**config.mk**
```make
export PLATFORM = sky130hd
export DESIGN_NAME = exc_sequencer
export DESIGN_NICKNAME = d
export VERILOG_FILES = /design/src/rtl/exc_sequencer.sv
export SDC_FILE = /design/constraint.sdc
export NUM_CORES = 1
export LEC_CHECK = 0
export BUFFER_PORTS_ARGS = -buffer_cell sky130_fd_sc_hd__buf_2
export CAP_MARGIN = 0
export CORE_ASPECT_RATIO = 1.1
export CORE_MARGIN = 2
export CORE_UTILIZATION = 44
export CTS_CLUSTER_SIZE = 25
export DETAILED_ROUTE_END_ITERATION = 6
export PLACE_DENSITY = 0.72
export SETUP_SLACK_MARGIN = 0.5
export SLEW_MARGIN = 20
export SYNTH_ARGS = -nofsm -noshare
export SYNTH_HDL_FRONTEND = slang
export SYNTH_SLANG_ARGS = --single-unit
export TNS_END_PERCENT = 20
```
**constraint.sdc**
```tcl
create_clock -name clk -period 3.9 [get_ports clk]
set_input_delay 0.585 -clock clk [delete_from_list [all_inputs] [get_ports clk]]
set_output_delay 0.585 -clock clk [all_outputs]
set_load 0.01 [all_outputs]
```
**src/rtl/exc_sequencer.sv**
```systemverilog
// -----------------------------------------------------------------------------
// exc_sequencer
//
// Purpose:
//   Sequences exceptions, interrupts and ERET between the MEM stage of a
//   5-stage pipeline and the CP0 register block. One event is accepted per
//   window. The sequencer then flushes the pipe, waits for data-memory traffic
//   to drain, issues a single-cycle commit to CP0 and finally redirects fetch
//   to the handler entry (exception/interrupt) or to EPC (ERET).
//
//   State walk: IDLE -> DRAIN -> COMMIT -> REDIRECT -> IDLE, one registered
//   state per step. All outputs are registered.
//
// Parameters:
//   HANDLER_ADDR   handler entry for exceptions and interrupts (BEV=1)
//   CNT_WIDTH      width of exc_count
//
// Optional feature (macro EXC_CNT_EN):
//   defined   : exc_count counts COMMITs of kind exception or interrupt,
//               wrapping at 2^CNT_WIDTH, cleared by rst.
//   undefined : exc_count is tied to zero, no counter flops.
//
// Ports:
//   clk            in   clock, all state on posedge
//   rst            in   synchronous active-high reset
//   mem_valid      in   MEM stage holds a valid instruction
//   mem_exc_vec    in   {PC_AdEL,RI,Ov,Sys,Bp,AdEL,AdES}
//   mem_pc         in   PC of the MEM-stage instruction
//   mem_bd         in   MEM-stage instruction is in a delay slot
//   mem_badvaddr   in   faulting address
//   mem_eret       in   MEM-stage instruction is ERET
//   int_pending    in   CP0 has an enabled, unmasked interrupt pending
//   mem_busy       in   data-memory transaction outstanding
//   epc_value      in   current CP0 EPC (sampled in COMMIT for ERET)
//   redirect_ready in   fetch accepts the redirect
//   flush          out  kill IF..MEM, block new fetch
//   cp0_exc_vec    out  exception vector to CP0 (COMMIT only)
//   cp0_epc_in     out  EPC value to CP0 (COMMIT only)
//   cp0_bd         out  BD flag to CP0 (COMMIT only)
//   cp0_badvaddr   out  BadVAddr to CP0 (COMMIT only)
//   cp0_eret       out  ERET pulse to CP0 (COMMIT only)
//   redirect_valid out  redirect_pc is valid (REDIRECT only)
//   redirect_pc    out  new fetch PC
//   exc_count      out  taken exception + interrupt count
// -----------------------------------------------------------------------------
module exc_sequencer #(
  parameter logic [31:0] HANDLER_ADDR = 32'hBFC00380,
  parameter int          CNT_WIDTH    = 16
) (
  input  logic                 clk,
  input  logic                 rst,
  input  logic                 mem_valid,
  input  logic [6:0]           mem_exc_vec,
  input  logic [31:0]          mem_pc,
  input  logic                 mem_bd,
  input  logic [31:0]          mem_badvaddr,
  input  logic                 mem_eret,
  input  logic                 int_pending,
  input  logic                 mem_busy,
  input  logic [31:0]          epc_value,
  input  logic                 redirect_ready,
  output logic                 flush,
  output logic [6:0]           cp0_exc_vec,
  output logic [31:0]          cp0_epc_in,
  output logic                 cp0_bd,
  output logic [31:0]          cp0_badvaddr,
  output logic                 cp0_eret,
  output logic                 redirect_valid,
  output logic [31:0]          redirect_pc,
  output logic [CNT_WIDTH-1:0] exc_count
);

  typedef enum logic [1:0] {
    ST_IDLE     = 2'd0,
    ST_DRAIN    = 2'd1,
    ST_COMMIT   = 2'd2,
    ST_REDIRECT = 2'd3
  } state_t;

  typedef enum logic [1:0] {
    KIND_EXC  = 2'd0,
    KIND_INT  = 2'd1,
    KIND_ERET = 2'd2
  } kind_t;

  // FSM state and fields latched at accept
  state_t      state_reg;
  kind_t       kind_reg;
  logic [6:0]  vec_reg;
  logic [31:0] epc_reg;
  logic        bd_reg;
  logic [31:0] badvaddr_reg;

  // Registered outputs
  logic        flush_reg;
  logic [6:0]  cp0_exc_vec_reg;
  logic [31:0] cp0_epc_in_reg;
  logic        cp0_bd_reg;
  logic [31:0] cp0_badvaddr_reg;
  logic        cp0_eret_reg;
  logic        redirect_valid_reg;
  logic [31:0] redirect_pc_reg;

  // Event classification at the MEM stage, evaluated only in IDLE.
  logic        exc_hit;
  logic        int_hit;
  logic        eret_hit;
  logic [31:0] epc_calc;

  // Exception outranks a pending interrupt, which outranks ERET.
  assign exc_hit  = mem_valid && (|mem_exc_vec);
  assign int_hit  = mem_valid && !(|mem_exc_vec) && int_pending;
  assign eret_hit = mem_valid && !(|mem_exc_vec) && !int_pending && mem_eret;

  // A delay-slot instruction restarts at its branch; 32-bit wrap is intended.
  assign epc_calc = mem_bd ? (mem_pc - 32'd4) : mem_pc;

  always_ff @(posedge clk) begin
    if (rst) begin
      state_reg          <= ST_IDLE;
      kind_reg           <= KIND_EXC;
      vec_reg            <= '0;
      epc_reg            <= '0;
      bd_reg             <= 1'b0;
      badvaddr_reg       <= '0;
      flush_reg          <= 1'b0;
      cp0_exc_vec_reg    <= '0;
      cp0_epc_in_reg     <= '0;
      cp0_bd_reg         <= 1'b0;
      cp0_badvaddr_reg   <= '0;
      cp0_eret_reg       <= 1'b0;
      redirect_valid_reg <= 1'b0;
      redirect_pc_reg    <= '0;
    end else begin
      case (state_reg)
        ST_IDLE: begin
          flush_reg          <= 1'b0;
          cp0_exc_vec_reg    <= '0;
          cp0_epc_in_reg     <= '0;
          cp0_bd_reg         <= 1'b0;
          cp0_badvaddr_reg   <= '0;
          cp0_eret_reg       <= 1'b0;
          redirect_valid_reg <= 1'b0;
          redirect_pc_reg    <= '0;
          if (exc_hit) begin
            kind_reg     <= KIND_EXC;
            vec_reg      <= mem_exc_vec;
            epc_reg      <= epc_calc;
            bd_reg       <= mem_bd;
            badvaddr_reg <= mem_badvaddr;
            flush_reg    <= 1'b1;
            state_reg    <= ST_DRAIN;
          end else if (int_hit) begin
            // CP0 raises the interrupt cause itself; only EPC/BD are needed.
            kind_reg     <= KIND_INT;
            vec_reg      <= '0;
            epc_reg      <= epc_calc;
            bd_reg       <= mem_bd;
            badvaddr_reg <= '0;
            flush_reg    <= 1'b1;
            state_reg    <= ST_DRAIN;
          end else if (eret_hit) begin
            kind_reg     <= KIND_ERET;
            vec_reg      <= '0;
            epc_reg      <= '0;
            bd_reg       <= 1'b0;
            badvaddr_reg <= '0;
            flush_reg    <= 1'b1;
            state_reg    <= ST_DRAIN;
          end
        end

        ST_DRAIN: begin
          flush_reg <= 1'b1;
          // mem_busy is sampled every DRAIN cycle, so the minimum dwell is one
          // cycle and the move to COMMIT follows the first idle sample.
          if (!mem_busy) begin
            state_reg <= ST_COMMIT;
            case (kind_reg)
              KIND_EXC: begin
                cp0_exc_vec_reg  <= vec_reg;
                cp0_epc_in_reg   <= epc_reg;
                cp0_bd_reg       <= bd_reg;
                cp0_badvaddr_reg <= badvaddr_reg;
              end
              KIND_INT: begin
                cp0_epc_in_reg   <= epc_reg;
                cp0_bd_reg       <= bd_reg;
              end
              KIND_ERET: begin
                cp0_eret_reg     <= 1'b1;
              end
              default: begin
                cp0_exc_vec_reg  <= '0;
              end
            endcase
          end
        end

        ST_COMMIT: begin
          // Commit lasts exactly one cycle; CP0 outputs return to zero.
          flush_reg          <= 1'b1;
          cp0_exc_vec_reg    <= '0;
          cp0_epc_in_reg     <= '0;
          cp0_bd_reg         <= 1'b0;
          cp0_badvaddr_reg   <= '0;
          cp0_eret_reg       <= 1'b0;
          redirect_valid_reg <= 1'b1;
          // ERET returns to the EPC that CP0 presents during COMMIT.
          redirect_pc_reg    <= (kind_reg == KIND_ERET) ? epc_value : HANDLER_ADDR;
          state_reg          <= ST_REDIRECT;
        end

        ST_REDIRECT: begin
          flush_reg <= 1'b1;
          if (redirect_ready) begin
            flush_reg          <= 1'b0;
            redirect_valid_reg <= 1'b0;
            redirect_pc_reg    <= '0;
            vec_reg            <= '0;
            epc_reg            <= '0;
            bd_reg             <= 1'b0;
            badvaddr_reg       <= '0;
            kind_reg           <= KIND_EXC;
            state_reg          <= ST_IDLE;
          end
        end

        default: begin
          state_reg <= ST_IDLE;
        end
      endcase
    end
  end

  assign flush          = flush_reg;
  assign cp0_exc_vec    = cp0_exc_vec_reg;
  assign cp0_epc_in     = cp0_epc_in_reg;
  assign cp0_bd         = cp0_bd_reg;
  assign cp0_badvaddr   = cp0_badvaddr_reg;
  assign cp0_eret       = cp0_eret_reg;
  assign redirect_valid = redirect_valid_reg;
  assign redirect_pc    = redirect_pc_reg;

`ifdef EXC_CNT_EN
  // Counts the same edge that enters COMMIT, so a reset during DRAIN never
  // counts an event that was dropped before its commit.
  logic [CNT_WIDTH-1:0] exc_count_reg;
  logic                 count_event;

  assign count_event = (state_reg == ST_DRAIN) && !mem_busy && (kind_reg != KIND_ERET);

  always_ff @(posedge clk) begin
    if (rst) begin
      exc_count_reg <= '0;
    end else if (count_event) begin
      exc_count_reg <= exc_count_reg + CNT_WIDTH'(1);
    end
  end

  assign exc_count = exc_count_reg;
`else
  genvar gi;
  generate
    for (gi = 0; gi < CNT_WIDTH; gi++) begin : g_cnt_tie
      assign exc_count[gi] = 1'b0;
    end
  endgenerate
`endif

endmodule

```
======== Word-level counts from Yosys, hierarchy flattened ========
Index checks and enable logic that the tools add are counted.
storage, ports and cells
  flip-flop bits (word level) ............. 183
  latch bits .............................. 0
  bits in writable memories ............... 0
  memory bits (read-only) ................. 0
  bits of input ports ..................... 111
  output and inout port bits .............. 123
  logic and storage cells ................. 103
  memories kept ........................... 0
cells by class
  add/subtract/negate cells ............... 1
  multipliers ............................. 0
  divide/modulo/power cells ............... 0
  order comparisons ....................... 0
  equality and inequality tests ........... 12
  shift-type cells ........................ 0
  mux-type cells .......................... 52
  bitwise gates (word level) .............. 0
  reductions and logical operators ........ 24
operators with widths
  kind                                                                  count
  32-bit 2-to-1 mux                                                     12
  32-bit case mux with 2 select lines                                   4
  32-bit case mux with 3 select lines                                   1
  7-bit case mux with 2 select lines                                    3
  7-bit 2-to-1 mux                                                      5
  32-bit by 3-bit subtractor with 32-bit output, second input constant  1
  3-bit AND reduction                                                   6
  2-bit 2-to-1 mux                                                      8
  1-bit 2-to-1 mux                                                      12
  2-bit != test, second input constant                                  5
  2-bit case mux with 4 select lines                                    1
  2-bit OR reduction                                                    4
  7-bit OR reduction                                                    1
  2-bit == test, second input constant                                  3
  1-bit case mux with 2 select lines                                    3
  1-bit case mux with 3 select lines                                    2
  1-bit logical AND                                                     5
  2-bit by 1-bit == test with 1-bit output, second input constant       2
  2-bit logical NOT                                                     2
  4-bit != test, second input constant                                  1
  2-bit case mux with 2 select lines                                    1
  2-bit nonzero test                                                    2
  3-bit nonzero test                                                    1
  1-bit logical NOT                                                     2
  other kinds (2)                                                       2

======== Depth between registers and ports, before layout ========
  word-level depth ........................ 9
  depth in mapped cells ................... 9
  depth with buffers taken out ............ 7

======== Worst setup path before layout ========
Ideal clock, no wire load.
  path kind ............................... input to register
  start point ............................. input port mem_pc[20]
  end point ............................... register epc_reg[31]
  library setup time ...................... 117 ps
  data arrival time ....................... 1947 ps
  data required time ...................... 3783 ps
  slack ................................... 1836 ps
  stages .................................. 6
  buffers on the path ..................... 1
  cell sequence ........................... or4_1 buf_2 nor4_4 nand4_1 xnor2_1 a22o_1
on the way
  word-level cells in the longest chain between the ends .. 5
RTL lines
  what                                             RTL line  source
  start, declared                                  54        input logic [31:0] mem_pc,
  32-bit by 3-bit subtractor with 32-bit output *  116       assign epc_calc = mem_bd ? (mem_pc - 32'd4) : mem_pc;
  32-bit 2-to-1 mux *                              116
  32-bit 2-to-1 mux                                153       end else if (int_hit) begin
  32-bit 2-to-1 mux *                              145       if (exc_hit) begin
  32-bit case mux with 2 select lines *            135       case (state_reg)
  end signal, assigned                             148       epc_reg <= epc_calc;
  end signal, assigned                             157       epc_reg <= epc_calc;
  end, declared                                    90        logic [31:0] epc_reg;
Mark *: on every way between the ends. The rest lies on a longest branch, timed or not.
A chain may end at the register's enable or synchronous reset.

======== Final worst setup path ========
  start point ............................. register state_reg[0]
  end point ............................... register cp0_exc_vec_reg[0] (netlist: cp0_exc_vec[0])
on the way
  word-level cells in the longest chain between the ends .. 4
  elaborated cells between the ends (all ways) .. 9
  classes of those cells .................. eq/ne: 4; mux: 1; reduce/logical: 4
RTL lines
  what                                                       RTL line  source
  start, declared                                            87        state_t state_reg;
  start signal, assigned                                     120       state_reg <= ST_IDLE;
  start signal, assigned                                     152       state_reg <= ST_DRAIN;
  start signal, assigned                                     161       state_reg <= ST_DRAIN;
  2-bit == test / 2-bit logical NOT (equally long branches)  135
  2-bit OR reduction (no source line)                        n/a
  2-bit nonzero test (no source line)                        n/a
  3-bit AND reduction (no source line)                       n/a
  end signal, assigned                                       181       cp0_exc_vec_reg <= vec_reg;
  end, declared                                              96        logic [6:0] cp0_exc_vec_reg;
Parallel ways exist; a longest one is shown, timed or not.

==> impl_metrics.toml <==
[run_status]
status = "finished clean"

[sta]
slew_violations = 0
finalCritPeriodShare = 0.651
relSlewSlack = 0.430
setup_violations = 0
rsz0062_at_grt = "false"
max_freq_mhz = 394
hold_violations = 0
hold_slack_ps = 366
worst_pin_slew_ps = 855
finalCriticalPeriod_ps = 2540
fin_setup_tns_ps = 0
clock_skew_ps = 8.06

[floorplan]
rows = 50
die-area_um2 = 18100
initial_core_util = 0.444
die_w_um = 128
fp.dieH_um = 141
core_area_um2 = 16800
boundaryPins = 234

[global_route]
grt_pass1_wl_um = 30200
first_global_vias = 6113
track_usage = 0.206
grt_max_degree = 92
antenna_found_initial = 2
gr-total-overflow = 0

[synth]
synth_cell_types = 47
synth_top_cell_by_area = "dfxtp_1"
ys_seq_elements = 183
syn_area_um2 = 7480
yosysMostFrequentCell = "dfxtp_1"
netlist_top_cells_area = "dfxtp_1 (49%), nand3_1 (7.1%), a21oi_1 (6.1%), nand2_1 (4.8%), a22o_1 (3.7%)"
syn_inst = 856
synthArstFlopShare = 0
yosysWarnings = 0
synth-seq-area-share = 0.490
ys.flop_type = "dfxtp_1"
yosysTopAreaCellShare = 0.490
ys_top_cells_by_count = "dfxtp_1 (183), nand3_1 (106), nand2_1 (95)"
synth_edf_count = 0
syn_area_per_cell_um2 = 8.74

[drt]
viasPerCell = 5.29
drtPass1Iterations = 5
vias = 6633
drc = 0
drt_iter0_markers = 327
post_drt_wl_per_cell_um = 14.9
wl_um = 18800
ant_nets = 0

[clocking]
clk_latency_ps = 430
numClockSinks = 183
clockRootBuffer = "clkbuf_16"
cts_max_path_buffers = 2
cts_buffers = 17
htree_levels = 4
cts_setup_buffers = 0
clk_pin_slew_ps = 70
holdBufCountCts = 0
cts_resized = 0
cts_tree = "done"

[setup_path]
slowest_delay_ps = 540
critical_path_buf_inv_count = 1
cp.arrival_ps = 2890
crit_top_cell = "a21oi_1"
crit_path_max_fanout = 21
crit_required_ps = 4250
start_kind = "register"
worstSetupPathDepth = 7
critPathSlowestCell = "a21oi_1"
critPathKind = "register to register"
worstSetupEndpointType = "register"
critical_path.top_delay_family = "simple AND/OR/NAND/NOR gates"
rr_worst_depth = 7
path_cells = "inv_1 > ha_1 > nor2_4 > nor2_1 > a21oi_1 > nand2_1 > a21oi_1"

[power]
cellLeakagePower_nw = 3.78
cellPowerDensity_nw_per_um2 = 676
vdd_drop_max_mv = 0.569

[flow_run]
max_cap_viol_count = 0

[layout]
drive_gt1_frac = 0.272
areaGrowthSynthToFinish_pct = 23.4
final_core_util = 0.548
nets = 1152

[min_path]
hold_path.class = "input pin to register"
hold_depth = 3

[place]
gp_congestion = 0.827
io_buffer_count = 217
hpwlAfterDp_um = 12500
routing by layer:
layer / global-route usage / routed length [µm] / vias up
met5: 0 / 0 / -
met4: 0.0735 / 349 / 0
met1: 0.266 / 8390 / 3096
met3: 0.0505 / 1040 / 26
met2: 0.334 / 8970 / 198
li1: - / - / 3313
report_power, final:
part           total, mW  internal (mW)  switching [mW]  leakage (nW)
Combinational       2.07          0.565            1.50          1.99
Clock               1.83           1.04           0.792         0.308
Sequential          2.34           2.18           0.162          1.48
Total               6.24           3.79            2.46          3.78
layout by cell type, fill, tap and decap left out, types with 3 or more instances in the layout:
master,Yosys,final
buf_2,11,216
dfxtp_1,183,183
nand3_1,106,106
nand2_1,95,95
a21oi_1,91,90
o21ai_0,37,37
nand2b_1,35,35
nor2_1,36,34
a22o_1,32,32
xnor2_1,21,21
a22oi_1,20,20
clkbuf_16,0,17
conb_1,1,16
buf_4,19,14
o211ai_1,12,12
nand4_1,11,11
nor3b_1,10,10
ha_1,9,9
inv_1,8,8
xor2_1,8,8
a31o_2,7,7
nand3b_1,5,5
inv_6,0,5
nand4b_1,4,4
nor3_1,3,3
nor4_4,3,3
nor2_4,1,3
nor4_1,3,3
bufinv_16,0,3
inv_8,0,3
metrics by stage:
stage,instance area (µm²),power [mW],std cells,setup slack [ps]
6_report,9230,6.24,1255,1360
5_1_grt,9230,6.62,1254,1100
4_1_cts,9220,6.29,1253,1300
3_5_place_dp,8590,4.46,1221,1140
3_3_place_gp,8590,4.44,1221,1240
2_1_floorplan,7530,3.83,871,1840
final cells by class:
type	count	area [µm²]
fillers	1583	7600
clock buffers	17	425
well taps	208	260
inverters	8	30.0
multi-input cells	592	3450
clock inverters	15	205
diodes	2	5.00
flip-flops and latches	183	3660
repair buffers	230	1190
worst paths after layout:
kind,start,end,slack [ps]
max,state_reg[0],cp0_exc_vec[0],1360
min,mem_badvaddr[16],badvaddr_reg[16],370
max reg2reg,state_reg[0],cp0_exc_vec[0],1360
min reg2reg,cp0_badvaddr[21],cp0_badvaddr[21],450
worst register-to-register path, cell delays in order, from the launching register on:
cell and delay, ps:
dfxtp_1 410, inv_1 90, ha_1 440, nor2_4 520
nor2_1 220, a21oi_1 540, nand2_1 110, a21oi_1 150
logic make-up (layout without fill, tap and decap cells):
logic type,Yosys count,after routing,share of synthesized area
simple gates,331,331,0.229
fa+ha+maj,9,9,0.0151
flops,183,183,0.490
buf+inv,96,270,0.0597
other cells,1,18,0.000501
compound gates,207,207,0.171
xor+xnor,29,29,0.0340
No activity file was read; power rests on OpenSTA's default activity.
